### config.mk
export PLATFORM = sky130hd
export DESIGN_NAME = bot_app_if
export DESIGN_NICKNAME = d
export VERILOG_FILES = /design/src/rtl/bot_app_if.sv
export SDC_FILE = /design/constraint.sdc
export NUM_CORES = 1
export LEC_CHECK = 0
export CAP_MARGIN = 30
export CORE_MARGIN = 2
export CORE_UTILIZATION = 59
export CTS_BUF_LIST = sky130_fd_sc_hd__clkbuf_8 sky130_fd_sc_hd__clkbuf_16
export DETAILED_ROUTE_END_ITERATION = 8
export PLACE_DENSITY = 0.85
export SYNTH_ARGS = -nofsm -noshare
export SYNTH_HDL_FRONTEND = slang
export SYNTH_SLANG_ARGS = --single-unit
### constraint.sdc
create_clock -name clk -period 4.3 [get_ports clk]
set_clock_uncertainty 0.05 [all_clocks]
set_input_delay 0.645 -clock clk [delete_from_list [all_inputs] [get_ports clk]]
set_output_delay 0.645 -clock clk [all_outputs]
set_load 0.1 [all_outputs]
### src/rtl/bot_app_if.sv
// Application-CPU side of the Rojobot register interface: snapshots bot registers, interrupts the CPU, serves kcpsm6 I/O.
// Optional MotCtl watchdog is enabled by defining MOTCTL_WDOG_EN.
module bot_app_if #(
    parameter logic [7:0]  BASE_ADDR   = 8'h00,
    parameter int unsigned WDOG_CYCLES = 2_500_000
) (
    input  logic       clk,
    input  logic       reset,
    input  logic [7:0] LocX_in,
    input  logic [7:0] LocY_in,
    input  logic [7:0] Sensors_in,
    input  logic [7:0] BotInfo_in,
    input  logic [7:0] LMDist_in,
    input  logic [7:0] RMDist_in,
    input  logic       upd_sysregs,
    output logic [7:0] MotCtl_out,
    input  logic [7:0] port_id,
    input  logic [7:0] out_port,
    input  logic       write_strobe,
    input  logic       read_strobe,
    output logic [7:0] in_port,
    output logic       interrupt,
    input  logic       interrupt_ack
);

    typedef enum logic [1:0] {
        IDLE = 2'd0,
        PEND = 2'd1,
        SVC  = 2'd2
    } state_t;

    state_t          state, state_next;
    logic            upd_d;
    logic [5:0][7:0] shadow;
    logic [5:0][7:0] staging;
    logic [5:0][7:0] live;
    logic            staged_valid, staged_next;
    logic [7:0]      overrun;
    logic            wdog_trip;
    logic [7:0]      addr_off;
    logic [7:0]      rd_data;
    logic            upd_event, wr_mot, wr_ctrl, release_req, clr_ovr;
    logic            load_live, load_staged, stage_live, ovr_inc;
    logic            unused;

    // Reads never have side effects, so the strobe is deliberately left unconsumed.
    assign unused = ^{read_strobe, WDOG_CYCLES[0]};

    assign live        = {RMDist_in, LMDist_in, BotInfo_in, Sensors_in, LocY_in, LocX_in};
    assign addr_off    = port_id - BASE_ADDR;
    assign upd_event   = upd_sysregs & ~upd_d;
    assign wr_mot      = write_strobe && (addr_off == 8'd8);
    assign wr_ctrl     = write_strobe && (addr_off == 8'd9);
    assign release_req = wr_ctrl & out_port[0];
    assign clr_ovr     = wr_ctrl & out_port[1];
    assign interrupt   = (state == PEND);

    always_ff @(posedge clk or negedge reset) begin
        if (!reset) state <= IDLE;
        else        state <= state_next;
    end

    // NOTE: every output of this block gets a default first, so no path can infer a latch.
    always_comb begin
        state_next  = state;
        staged_next = staged_valid;
        load_live   = 1'b0;
        load_staged = 1'b0;
        stage_live  = 1'b0;
        ovr_inc     = 1'b0;
        case (state)
            IDLE: begin
                if (upd_event) begin
                    load_live  = 1'b1;
                    state_next = PEND;
                end
            end
            PEND: begin
                if (upd_event) begin
                    stage_live  = 1'b1;
                    staged_next = 1'b1;
                    ovr_inc     = staged_valid;
                end
                if (interrupt_ack) state_next = SVC;
            end
            SVC: begin
                if (release_req) begin
                    if (staged_valid) begin
                        // Staged snapshot moves up; a coincident event refills staging without overrun.
                        load_staged = 1'b1;
                        state_next  = PEND;
                        if (upd_event) stage_live  = 1'b1;
                        else           staged_next = 1'b0;
                    end else if (upd_event) begin
                        load_live  = 1'b1;
                        state_next = PEND;
                    end else begin
                        state_next = IDLE;
                    end
                end else if (upd_event) begin
                    stage_live  = 1'b1;
                    staged_next = 1'b1;
                    ovr_inc     = staged_valid;
                end
            end
            default: state_next = IDLE;
        endcase
    end

    // NOTE: snapshot registers are reset too, so reads after reset return defined zeros.
    always_ff @(posedge clk or negedge reset) begin
        if (!reset) begin
            upd_d        <= 1'b0;
            shadow       <= '0;
            staging      <= '0;
            staged_valid <= 1'b0;
            overrun      <= 8'h00;
        end else begin
            // NOTE: non-blocking assignments so every register samples pre-edge values.
            upd_d        <= upd_sysregs;
            staged_valid <= staged_next;
            if (load_live)   shadow  <= live;
            if (load_staged) shadow  <= staging;
            if (stage_live)  staging <= live;
            if (clr_ovr)                         overrun <= 8'h00;
            else if (ovr_inc && overrun != 8'hFF) overrun <= overrun + 8'd1;
        end
    end

    always_comb begin
        rd_data = 8'h00;
        case (addr_off)
            8'd0:    rd_data = shadow[0];
            8'd1:    rd_data = shadow[1];
            8'd2:    rd_data = shadow[2];
            8'd3:    rd_data = shadow[3];
            8'd4:    rd_data = shadow[4];
            8'd5:    rd_data = shadow[5];
            8'd6:    rd_data = {3'b000, wdog_trip, staged_valid, 1'b0, state};
            8'd7:    rd_data = overrun;
            default: rd_data = 8'h00;
        endcase
    end

    // Registered read path gives the one-cycle latency kcpsm6 expects.
    always_ff @(posedge clk or negedge reset) begin
        if (!reset) in_port <= 8'h00;
        else        in_port <= rd_data;
    end

`ifdef MOTCTL_WDOG_EN
    localparam int unsigned CW         = $clog2(WDOG_CYCLES + 1);
    localparam logic [CW-1:0] WDOG_MAX  = CW'(WDOG_CYCLES);
    localparam logic [CW-1:0] WDOG_LAST = CW'(WDOG_CYCLES - 1);

    logic [CW-1:0] wdog_cnt;

    // Counter parks at the limit so the stop command is issued once per silence.
    always_ff @(posedge clk or negedge reset) begin
        if (!reset) begin
            wdog_cnt   <= '0;
            wdog_trip  <= 1'b0;
            MotCtl_out <= 8'h00;
        end else if (wr_mot) begin
            wdog_cnt   <= '0;
            wdog_trip  <= 1'b0;
            MotCtl_out <= out_port;
        end else if (wdog_cnt != WDOG_MAX) begin
            wdog_cnt <= wdog_cnt + 1'b1;
            if (wdog_cnt == WDOG_LAST) begin
                wdog_trip  <= 1'b1;
                MotCtl_out <= 8'h00;
            end
        end
    end
`else
    assign wdog_trip = 1'b0;

    always_ff @(posedge clk or negedge reset) begin
        if (!reset)      MotCtl_out <= 8'h00;
        else if (wr_mot) MotCtl_out <= out_port;
    end
`endif

endmodule

# Yosys cells after proc, flatten, opt, wreduce, memory -nomap -nowiden
# Index checks and enable logic that the tools add are counted.
[totals]
ramBits = 0
wordCells = 74
register_bits = 124
mem_count = 0
out_inout_bits = 17
inputBits = 70
latch_bits = 0
mem_bits_ro = 0
[classes]
n_reduce_logical = 9
shift = 0
eq_ne = 15
n_bitwise = 4
magnitude_cmp = 0
n_mul = 0
add_sub_neg = 1
n_div = 0
muxes = 27
[op_table]
columns = ["operator", "count"]
rows = [
  ["2-to-1 mux 48 bit", 2],
  ["one-hot mux 8 bit (8 select lines)", 1],
  ["== test 8 x 3 -> 1 bit, second input constant", 4],
  ["== test 8 x 2 -> 1 bit, second input constant", 2],
  ["== test 8 x 4 -> 1 bit, second input constant", 2],
  ["2-to-1 mux 8 bit", 2],
  ["2-to-1 mux 1 bit", 14],
  ["adder 8 x 1 -> 8 bit, second input constant", 1],
  ["== test 8 x 1 -> 1 bit, second input constant", 1],
  ["zero test 8 bit", 1],
  ["inequality test 8 bit, second input constant", 1],
  ["one-hot mux 1 bit (2 select lines)", 4],
  ["2-to-1 mux 2 bit", 3],
  ["one-hot mux 2 bit (3 select lines)", 1],
  ["nonzero test 2 bit", 3],
  ["inequality test 2 bit, second input constant", 2],
  ["AND 1 bit", 3],
  ["logical AND 1 bit", 3],
  ["AND reduction 3 bit", 1],
  ["== test 2 x 1 -> 1 bit, second input constant", 1],
  ["== test 2 bit, second input constant", 1],
  ["zero test 2 bit", 1],
  ["inequality test 2 x 1 -> 1 bit, second input constant", 1],
  ["NOT 1 bit", 1],
]

# Logic depth before layout (Yosys ltp)
# Gate-level depths: netlist of the first run.
[depth]
word_depth = 8
ltp_mapped = 9
depth_no_buf = 6

# Worst setup path before layout of the first run
# OpenSTA, ideal clock, no wires.
[synth_timing]
kind = "input to register"
startpoint = "in port_id[5]"
endpoint = "reg shadow[0] (netlist bit)"
arrival_time_ps = 2768
setup_slack_ps = 1357
path_buffers = 4
setup_ps = 125
required_time_ps = 4125
path_stages = 8
cell_sequence = "or4_1 buf_2 or4_1 clkbuf_2 o211ai_1 buf_2 buf_6 mux2_4"
[synth_between]
elab_chain_cells = 6
elab_cells_between_ends = 9
classes_between = "1 x eq/ne; 5 x mux; 1 x bitwise; 2 x reduce/logical"
[synth_lines]
columns = ["element", "line_no", "source"]
rows = [
  ["start, declared", "17", "input logic [7:0] port_id,"],
  ["== test 8 x 4 -> 1 bit *", "53", "assign wr_ctrl = write_strobe && (addr_off == 8'd9);"],
  ["logical AND 1 bit *", "53", ""],
  ["AND 1 bit *", "54", "assign release_req = wr_ctrl & out_port[0];"],
  ["2-to-1 mux 1 bit", "87", "if (release_req) begin"],
  ["one-hot mux 1 bit (2 select lines) / 2-to-1 mux 1 bit (equally long branches)", "71", "case (state)"],
  ["nonzero test 2 bit (no line) / 2-to-1 mux 48 bit (equally long branches)", "n/a", ""],
  ["end signal, assigned", "122", "if (load_live) shadow <= live;"],
  ["end signal, assigned", "123", "if (load_staged) shadow <= staging;"],
  ["end, declared", "34", "logic [5:0][7:0] shadow;"],
]
# Every way passes the cells marked *; elsewhere a longest branch is shown, timed or not.
# A chain may end at the register's enable or synchronous reset.

# Worst setup path after layout of the first run
[layout_timing]
startpoint = "reg state[1]"
endpoint = "out interrupt"
[layout_between]
elab_chain_cells = 1
[layout_lines]
columns = ["element", "line_no", "source"]
rows = [
  ["start, declared", "32", "state_t state, state_next;"],
  ["start signal, assigned", "60", "else state <= state_next;"],
  ["== test 2 x 1 -> 1 bit", "56", "assign interrupt = (state == PEND);"],
  ["end, declared", "22", "output logic interrupt,"],
]
# No other way between the ends.

==> results.md, run 1 <==
* Clock root buffer: clkbuf_8
* Worst slack, placed at slightly above 0.7 ns
* Synth Flop Type: dfrtp_1
* Final wirelength at roughly 13 mm
* Setup_tns at 0 ns
* WL/cell at a little under 20 um
* # H-tree levels at 4
* Setup-failing EPs final at 0
* First DRT Iteration DRCs at 220
* DRC at 0
* Largest area contributor in the netlist: dfrtp_1
* Antenna violations before repair at 0
* Cells on worst reg2reg path at 7
* Overflow after GRT at 0
* Final Max Slew Viols at 0
* Final HPWL DP at 8.76 mm
* Final Hold Fails at 0
* First-pass GRT wire length at roughly 22 mm
* Worst-Margin Slew at 0.991 ns
* Ports at 87
* Avg Cell Area, Syn at 13.8 um^2
* Final Wtd Congestion at 0.829
* Yosys top cell area share at 50.5%
* CTS buffer count at 17
* CTS resizes at 0
* Final hold slack at roughly 0.034 ns
* ANT nets after route at 0
* Number of enable flip-flop cells after synthesis at 0
* Post-Synthesis Net Count at 520
* DRT Pass-1 Iters at 8
* Worst VDD drop at between 0.4 and 0.5 mV
* Setup ws final at 0.889 ns
* Worst-path fanout max at 8
* Largest net degree at the start of global routing at 49
* Pleak at 3.37 nW
* Vias per std cell at 5.97
* Pwr/cell area at 616 mW/mm^2
* Core area at 0.0102 mm^2
* Num rows at 37
* Total number of vias at 4062
* CTS clk-pin slew, worst paths at 0.06 ns
* Buffers on Ports at 85
* Flop-to-flop setup slack at 1.63 ns
* Element type at the critical path end: output port
* Critical path class: flip-flop to output port
* Die H at approximately 110 um
* Final Cycle Share at 79.3%
* Worst Setup Start Kind: flip-flop
* GRT Overall Usage at 25.4%
* Slew Limit Headroom at 33.4%
* Max Cap Viol at 0
* Synth Cell Area at around 0.0061 mm^2
* RSZ-0062 raised after global routing: false
* Crit path time final at about 3.4 ns
* Layout Nets at a little over 600
* CTS tree: done
* Worst-skew pair later-pin latency at 0.52 ns
* Fmax achieved at 293 MHz
* R2R Path Start: state[0]
* Worst path arrival time at approximately 2.7 ns
* Cells after synthesis at 445
* Area Overhead vs Synth at 26.5%
* Outcome: complete, no violations
* Critical path required time at between 3 and 4 ns
* Total of warnings raised by yosys at 0
* Ranking of synthesized cells by area: dfrtp_1 50%, mux2_2 22%, mux2_4 9.8%
* # hold bufs at CTS at 0
* Capturing point of the worst reg2reg path: shadow[36]
* Async S/R FF share, synth at 100%
* Post CTS Setup Buffer Count at 0
* Initial Util at 60.1%
* Vias in the first global route at 4346
* Post-synth cell types at 40
* Clock Sinks at 124
* Sequential share of the synthesized area at 50.5%
* Clock buffer depth at 2
* Synthesized flop and latch total at 124
* Layout cells sized above 1 at 38.6%
* Die W at 106 um
* ANT cells at 0
* Die ar. at between 0.01 and 0.015 mm^2
* Hold Crit Class: input pin to asynchronous set/reset pin
[layer usage]
metal	global-route usage [%]	vias up	part of all wire [%]
li1	-	1827	-
met1	29.7	2039	39
met2	44.8	158	53
met3	6.19	38	5.6
met4	10.2	0	1.8
met5	0	-	0
[report_power, final]
group	internal (W)	leakage (nW)	switching, W
sequential	0.00166	1.53	0.000300
clock	0.00106	0.318	0.000526
combinational	0.000735	1.52	0.000510
[flip-flops by register name, summed over array words and instances (netlist names)]
| register | count |
|---|---|
| shadow | 48 |
| staging | 48 |
| MotCtl_out | 8 |
| in_port | 8 |
| overrun | 8 |
| state | 2 |
| staged_valid | 1 |
| upd_d | 1 |
[cell type report]
class / count / area (um^2)
Tap cell: 136 / 170
Fill cell: 628 / 2460
Multi-Input combinational cell: 288 / 2890
Clock inverter: 15 / 245
Sequential cell: 124 / 3100
Timing Repair Buffer: 95 / 936
Inverter: 5 / 18.8
Clock buffer: 17 / 414
[worst max path at each step]
stage                           from         to  slack (ns)  depth (start not counted)
after global routing        state[1]  interrupt        0.83                          3
final                       state[1]  interrupt        0.89                          3
after CTS                   state[1]  interrupt        0.91                          3
after detailed placement  port_id[5]  shadow[6]        0.72                          6
after global placement    port_id[5]  shadow[6]        0.75                          6
after floorplan           port_id[5]  shadow[0]        1.36                          8
[placed cells by master (no fill, tap or decap), types with 2 or more instances in the layout]
cell type	count
a211oi_1	4
a21oi_1	14
a22oi_1	6
and4_1	2
buf_4	10
bufinv_16	6
clkbuf_16	16
clkdlybuf4s50_1	84
clkinv_2	3
clkinv_4	3
clkinvlp_4	2
dfrtp_1	124
ha_1	5
inv_1	5
mux2_2	119
mux2_4	40
mux2i_1	7
mux4_2	6
nand2_1	10
nand2b_1	3
nand3_1	9
nand3b_1	4
nand4_1	2
nor2_1	11
nor2b_1	4
nor3_1	2
nor4_1	2
o211ai_1	2
o21ai_0	10
o31ai_1	6
or4_1	7
[cell families after synthesis]
group | count (synthesis) | share of synthesized area, %
AOI/OAI and AO/OA | 48 | 4.95
adders and majority gates | 5 | 1.02
buffers and inverters | 33 | 2.79
DFF | 124 | 50.5
muxes | 172 | 34.9
and+or+nand+nor | 63 | 5.84
[synthesized netlist by cell type (7+ instances only)]
master,count
or4_1,8
mux2_2,119
a21oi_1,14
o21ai_0,10
dfrtp_1,124
nand3_1,9
nand2_1,10
clkbuf_1,12
buf_2,7
o31ai_1,7
mux2_4,40
mux2i_1,7
nor2_1,11
[stage by stage]
| stage | instance area, um^2 | util, % | instances | total power (W) |
|---|---|---|---|---|
| 5_1_grt | 7770 | 76.0 | 680 | 0.00501 |
| 3_5_place_dp | 7110 | 69.5 | 648 | 0.00319 |
| 6_report | 7770 | 76.0 | 680 | 0.00479 |
| 4_1_cts | 7770 | 76.0 | 680 | 0.00481 |
| 2_1_floorplan | 6150 | - | 445 | 0.00282 |
| 3_3_place_gp | 7110 | 69.5 | 648 | 0.00309 |
[worst max-delay path, cell delays in order (launching register included)]
cell and delay, ns:
dfrtp_1 0.47, inv_1 0.14, ha_1 0.37, clkdlybuf4s50_1 1.21
No activity file was read; power rests on OpenSTA's default activity.
==> run 2: changes to the inputs <==
--- a/config.mk
+++ b/config.mk
@@ -7,10 +7,10 @@
 export LEC_CHECK = 0
 export CAP_MARGIN = 30
 export CORE_MARGIN = 2
-export CORE_UTILIZATION = 59
+export CORE_UTILIZATION = 55
 export CTS_BUF_LIST = sky130_fd_sc_hd__clkbuf_8 sky130_fd_sc_hd__clkbuf_16
 export DETAILED_ROUTE_END_ITERATION = 8
-export PLACE_DENSITY = 0.85
+export PLACE_DENSITY = 0.8
 export SYNTH_ARGS = -nofsm -noshare
 export SYNTH_HDL_FRONTEND = slang
 export SYNTH_SLANG_ARGS = --single-unit
==> constraint.sdc (replaced) <==
create_clock -name clk -period 3.6 [get_ports clk]
set_clock_uncertainty 0.05 [all_clocks]
set_input_delay 0.54 -clock clk [delete_from_list [all_inputs] [get_ports clk]]
set_output_delay 0.54 -clock clk [all_outputs]
set_load 0.1 [all_outputs]
==> run 2 against run 1 <==
Net effect:
- the run now ends with negative hold slack left
- cell count rose by 0.88%
- critical endpoint is now shadow[44]
- worst setup slack got worse by 0.13 ns
- hold slack got worse by 0.045 ns
- combinational power rose by 18%
- flip-flop and latch count did not move
- first-iteration DRC count fell by 30%
==> results.md, run 2 (synthesized netlist as in run 1, its figures left out) <==
* Outcome: finished, violations left
* Failing checks: negative hold slack
* Vias in the first global route at 4253
* Core area at 0.0109 mm^2
* CTS buffer count at 17
* P_sw at 0.00151 W
* Slew Limit Headroom at 34.8%
* Int Pwr at 0.00381 W
* Overflow after GRT at 0
* Critical path required time at 3.96 ns
* Die W at 110 um
* Post CTS Setup Buffer Count at 0
* WL/cell at 18.7 um
* Worst VDD drop at 0.332 mV
* Setup-failing EPs final at 0
* Hold Crit Class: input pin to asynchronous set/reset pin
* CTS resizes at 0
* Final Wtd Congestion at around 0.87
* CTS clk-pin slew, worst paths at ~0.050 ns
* Most common cell after layout, fill and taps aside: dfrtp_1
* Pwr/cell area at 692 mW/mm^2
* RSZ-0062 raised after global routing: false
* Worst path arrival time at 3.20 ns
* Worst-path fanout max at 36
* Placed cells at 655
* Worst path depth at 6
* # hold bufs at CTS at 0
* CP top delay family: simple AND/OR/NAND/NOR gates
* Final Max Slew Viols at 0
* Clock Sinks at 124
* Clock buffer depth at 2
* Cells on worst reg2reg path at 7
* Worst-Margin Slew at 0.974 ns
* ANT cells at 0
* Die H at 110 um
* Clock power share at 28.5%
* Sequential share of power at 43.7%
* Largest net degree at the start of global routing at 76
* Antenna violations before repair at 0
* DRC at 0
* Final HPWL DP at 8.80 mm
* Comb pwr share at 27.7%
* Element type at the critical path end: flip-flop
* Vias per std cell at 5.84
* Biggest regs: shadow (48), staging (48)
* Critical path's largest stage delay at 0.74 ns
* Ports at 87
* Buffers on Ports at 85
* Critical path class: input pin to flip-flop
* # H-tree levels at 4
* Initial Util at 56.4%
* Most frequent cells in the layout: 124 x dfrtp_1, 119 x mux2_2, 83 x clkdlybuf4s50_1
* Layout Nets at 609
* Worst-skew pair later-pin latency at 0.53 ns
* Final hold slack at -0.0108 ns
* CTS tree: done
* Post-route cell area at 0.00769 mm^2
* Final Cycle Share at 79.0%
* First-pass GRT wire length at 21.2 mm
* Num rows at 38
* First DRT Iteration DRCs at roughly 150
* Max Cap Viol at 0
* Total number of vias at 4005
* Pleak at around 3.3 nW
* Setup_tns at 0 ns
* Final wirelength at 12.8 mm
* Post-DP Area at roughly 0.007 mm^2
* GRT Overall Usage at 23.8%
* Worst Setup Start Kind: input pin
* Critical path's slowest cell: or4_2
* Final Hold Fails at 7
* Clock root buffer: clkbuf_8
* Critical path buffers and inverters at 2
* ANT nets after route at 0
* Area Overhead vs Synth at 25.1%
* Crit path time final at about 2.8 ns
* Final non-filler cell total at between 600 and 700
* Switching Share at between 20% and 30%
* Layout cells sized above 1 at 38.5%
* Critical path, cell by cell: clkdlybuf4s50_1 > or4_1 > or4_2 > o211ai_1 > buf_12 > mux2_2
* DRT Pass-1 Iters at 5
* Fmax achieved at 352 MHz
* Die ar. at 0.0120 mm^2
run 2: changes by cell type in the layout (fill, tap and decap cells not counted):
cell and change:
clkinv_2 +3, inv_1 +3, clkinvlp_4 -1, buf_4 +3
bufinv_16 -5, clkinv_4 -3, clkdlybuf4s50_1 -1, clkbuf_8 +3
inv_6 -1, buf_12 +1
run 2: final timing paths:
kind | from | endpoint | slack (ns)
min reg2reg | staging[34] | staging[34] | 0.45
min | reset | staging[18] | -0.01
max | port_id[5] | shadow[44] | 0.76
max in group asynchronous | reset | shadow[20] | 2.66
max reg2reg | state[0] | shadow[44] | 0.99
min in group clk | staging[34] | staging[34] | 0.45
run 2: layout make-up:
cell class                      instances  area (um^2)
Fill cell                             777         3200
Sequential cell                       124         3100
Multi-Input combinational cell        288         2890
Timing Repair Buffer                   98          968
Clock buffer                           20          455
Tap cell                              140          175
Clock inverter                         11         78.8
Inverter                                5         18.8
run 2: per-layer routing:
layer	vias to the layer above	GRT usage, %	part of all wire (%)	wire, um
li1	1828	-	-	-
met1	2006	28.8	40	5180
met2	136	39.7	51	6510
met3	35	7.11	6.1	777
met4	0	10.1	2.6	333
met5	-	0	0	0
run 2: through the flow:
step                worst slack (ns)  util [%]  total power, W  hold WS (ns)
detailed placement             0.230      65.7         0.00381         0.440
floorplan                      0.762         -         0.00336         0.194
global placement               0.262      65.7         0.00370         0.435
global route                   0.705      70.6         0.00563        0.0301
finish                         0.757      70.6         0.00532       -0.0108
CTS                            0.771      70.6         0.00537       0.00344
run 2: power by group through the flow:
stage / Sequential, W / Clock [W] / Combinational [W]
3_3_place_gp: 0.00229 / 0 / 0.00141
4_1_cts: 0.00233 / 0.00155 / 0.00149
3_5_place_dp: 0.00234 / 0 / 0.00147
6_report: 0.00233 / 0.00152 / 0.00148
2_1_floorplan: 0.00224 / 0 / 0.00112
5_1_grt: 0.00241 / 0.00162 / 0.00160
==> run 3: changes to the inputs <==
--- a/config.mk
+++ b/config.mk
@@ -7,10 +7,10 @@
 export LEC_CHECK = 0
 export CAP_MARGIN = 30
 export CORE_MARGIN = 2
-export CORE_UTILIZATION = 55
+export CORE_UTILIZATION = 50
 export CTS_BUF_LIST = sky130_fd_sc_hd__clkbuf_8 sky130_fd_sc_hd__clkbuf_16
 export DETAILED_ROUTE_END_ITERATION = 8
-export PLACE_DENSITY = 0.8
+export PLACE_DENSITY = 0.77
 export SYNTH_ARGS = -nofsm -noshare
 export SYNTH_HDL_FRONTEND = slang
 export SYNTH_SLANG_ARGS = --single-unit
==> constraint.sdc (replaced) <==
create_clock -name clk -period 2.6 [get_ports clk]
set_clock_uncertainty 0.05 [all_clocks]
set_input_delay 0.39 -clock clk [delete_from_list [all_inputs] [get_ports clk]]
set_output_delay 0.39 -clock clk [all_outputs]
set_load 0.1 [all_outputs]
==> run 3 against run 2 <==
Net effect:
- the run now ends clean
- first-iteration DRC count rose by 27%
- register-to-register slack got worse by 0.73 ns
- clock power up 58%
- global-route usage is 2.2 points lower
- sequential share of layout area fell by 1.2 points
- clock-buffer cell count grew 1
- critical path type unchanged
- highest routed layer unchanged
==> results.md, run 3 (synthesized netlist as in run 1, its figures left out) <==
* Outcome: complete, no violations
* Critical path class: input pin to flip-flop
* Pleak at 3.53 nW
* Setup_tns at 0 ns
* Capturing point of the worst reg2reg path: shadow[40]
* Total power at 0.00773 W
* Antenna violations before repair at 0
* Area Overhead vs Synth at 29.0%
* ANT nets after route at 0
* R2R Path Start: state[0]
* ANT cells at 0
* Overflow after GRT at 0
* RSZ-0062 raised after global routing: false
* DRT Pass-1 Iters at 5
* Clock buffer depth at 2
* Cells on worst reg2reg path at 8
* Vias in the first global route at 4299
* Post-route cell area at 0.00793 mm^2
* CTS buffer count at 17
* Initial Util at around half
* Placed cells at 675
* Clock Sinks at approximately 120
* Pwr/cell area at 975 mW/mm^2
* Worst hold endpoint: staging[40]
* Flop-to-flop setup slack at 0.26 ns
* Core area at 0.0120 mm^2
* First-pass GRT wire length at between 20 and 25 mm
* Worst slack, placed at -0.444 ns
* Crit path time final at 2.47 ns
* Die ar. at 0.0132 mm^2
* Critical path required time at 2.84 ns
* Max Cap Viol at 0
* Total number of vias at 4001
* Layout Nets at 626
* First DRT Iteration DRCs at between 150 and 200
* Clock root buffer: clkbuf_16
* Vias per std cell at 5.63
* CTS clk-pin slew, worst paths at approximately 0.05 ns
* Num rows at 40
* Biggest regs: shadow (48), staging (48)
* CTS tree: done
* Slew Limit Headroom at around three fifths
* Final wirelength at roughly 13 mm
* Setup-failing EPs final at 0
* # H-tree levels at 4
* Die H at 115 um
* Fmax achieved at 405 MHz
* Hold path start: staging[40]
* DRC at 0
* Filler instances at 904
* Element type at the critical path end: flip-flop
* Final Cycle Share at 95.1%
* Worst-skew pair later-pin latency at between 0.4 and 0.5 ns
* Worst-Margin Slew at 0.582 ns
* Die W at 115 um
* WL/cell at 18.2 um
* GRT Overall Usage at 21.6%
* Layout cells sized above 1 at ~43%
* Worst VDD drop at roughly 0.59 mV
* Final Hold Fails at 0
* Worst-path fanout max at 22
* Final HPWL DP at 8.81 mm
* Worst hold path depth at 1
* Final non-filler cell total at about 710
* Final Max Slew Viols at 0
* Worst path arrival time at 2.72 ns
* Hold Crit Class: flip-flop to flip-flop
* Post-DP Area at 0.00727 mm^2
* Setup ws final at 0.128 ns
* Most common cell after layout, fill and taps aside: dfrtp_1
* Most frequent cells in the layout: 124 x dfrtp_1, 119 x mux2_2, 67 x clkdlybuf4s50_1
* Buffers on Ports at 85
* Worst Setup Start Kind: input pin
* Final Wtd Congestion at 0.831
* Largest net degree at the start of global routing at 49
* Ports at 87
-- run 3: cell types whose count changed in the layout (fill, tap and decap cells not counted), moves of 2 or more --
cell | previous run | this run
buf_12 | 2 | 5
buf_4 | 13 | 40
bufinv_16 | 1 | 3
clkdlybuf4s50_1 | 83 | 67
clkinv_2 | 6 | 2
inv_1 | 8 | 10
-- run 3: cell type report --
cell class | count | area (um^2) | area share, %
sequential | 124 | 3100 | 39.1
tap | 147 | 184 | 2.32
clock inverter | 11 | 126 | 1.59
clock buffer | 21 | 480 | 6.06
multi-input combinational | 288 | 2890 | 36.5
inverter | 5 | 18.8 | 0.237
timing repair buffer | 115 | 1120 | 14.2
-- run 3: worst max-delay path, stage by stage --
cell and delay, ns:
clkdlybuf4s50_1 0.41, or4_1 0.55, or4_4 0.46, o211ai_1 0.18
buf_4 0.18, buf_12 0.18, mux2_2 0.35
-- run 3: through the flow --
stage | util [%] | hold WS [ns]
floorplan | - | 0.0444
global placement | 60.5 | 0.375
detailed placement | 60.5 | 0.384
CTS | 66.0 | 0.444
global route | 66.0 | 0.454
finish | 66.0 | 0.449
-- run 3: power by group --
group	switching [W]	internal (W)
logic	0.000833	0.00130
registers	0.000461	0.00274
clock network	0.000816	0.00159
-- run 3: what timing repair did --
action / in CTS / in global routing
hold endpoints to repair: 41 / 0
endpoints found under the setup margin: 11 / 0
hold buffers: 1 / 0
buffers inserted: 2 / 0
gates resized for setup: 2 / 0
-- run 3: routing by layer --
layer	wire [um]	global-route usage, %	vias to the layer above
met5	0	0	-
met2	6440	35.8	96
met4	187	6.18	0
met1	5730	27.6	2024
met3	608	6.54	16
li1	-	-	1865
-- run 3: worst max-delay path by stage --
stage                from    endpoint  cells past startpoint
3_5_place_dp   port_id[5]  shadow[37]                      6
2_1_floorplan  port_id[5]  shadow[15]                      8
5_1_grt        port_id[4]  shadow[40]                      7
3_3_place_gp   port_id[5]  shadow[27]                      6
4_1_cts        port_id[5]  shadow[46]                      7
6_report       port_id[5]  shadow[40]                      7
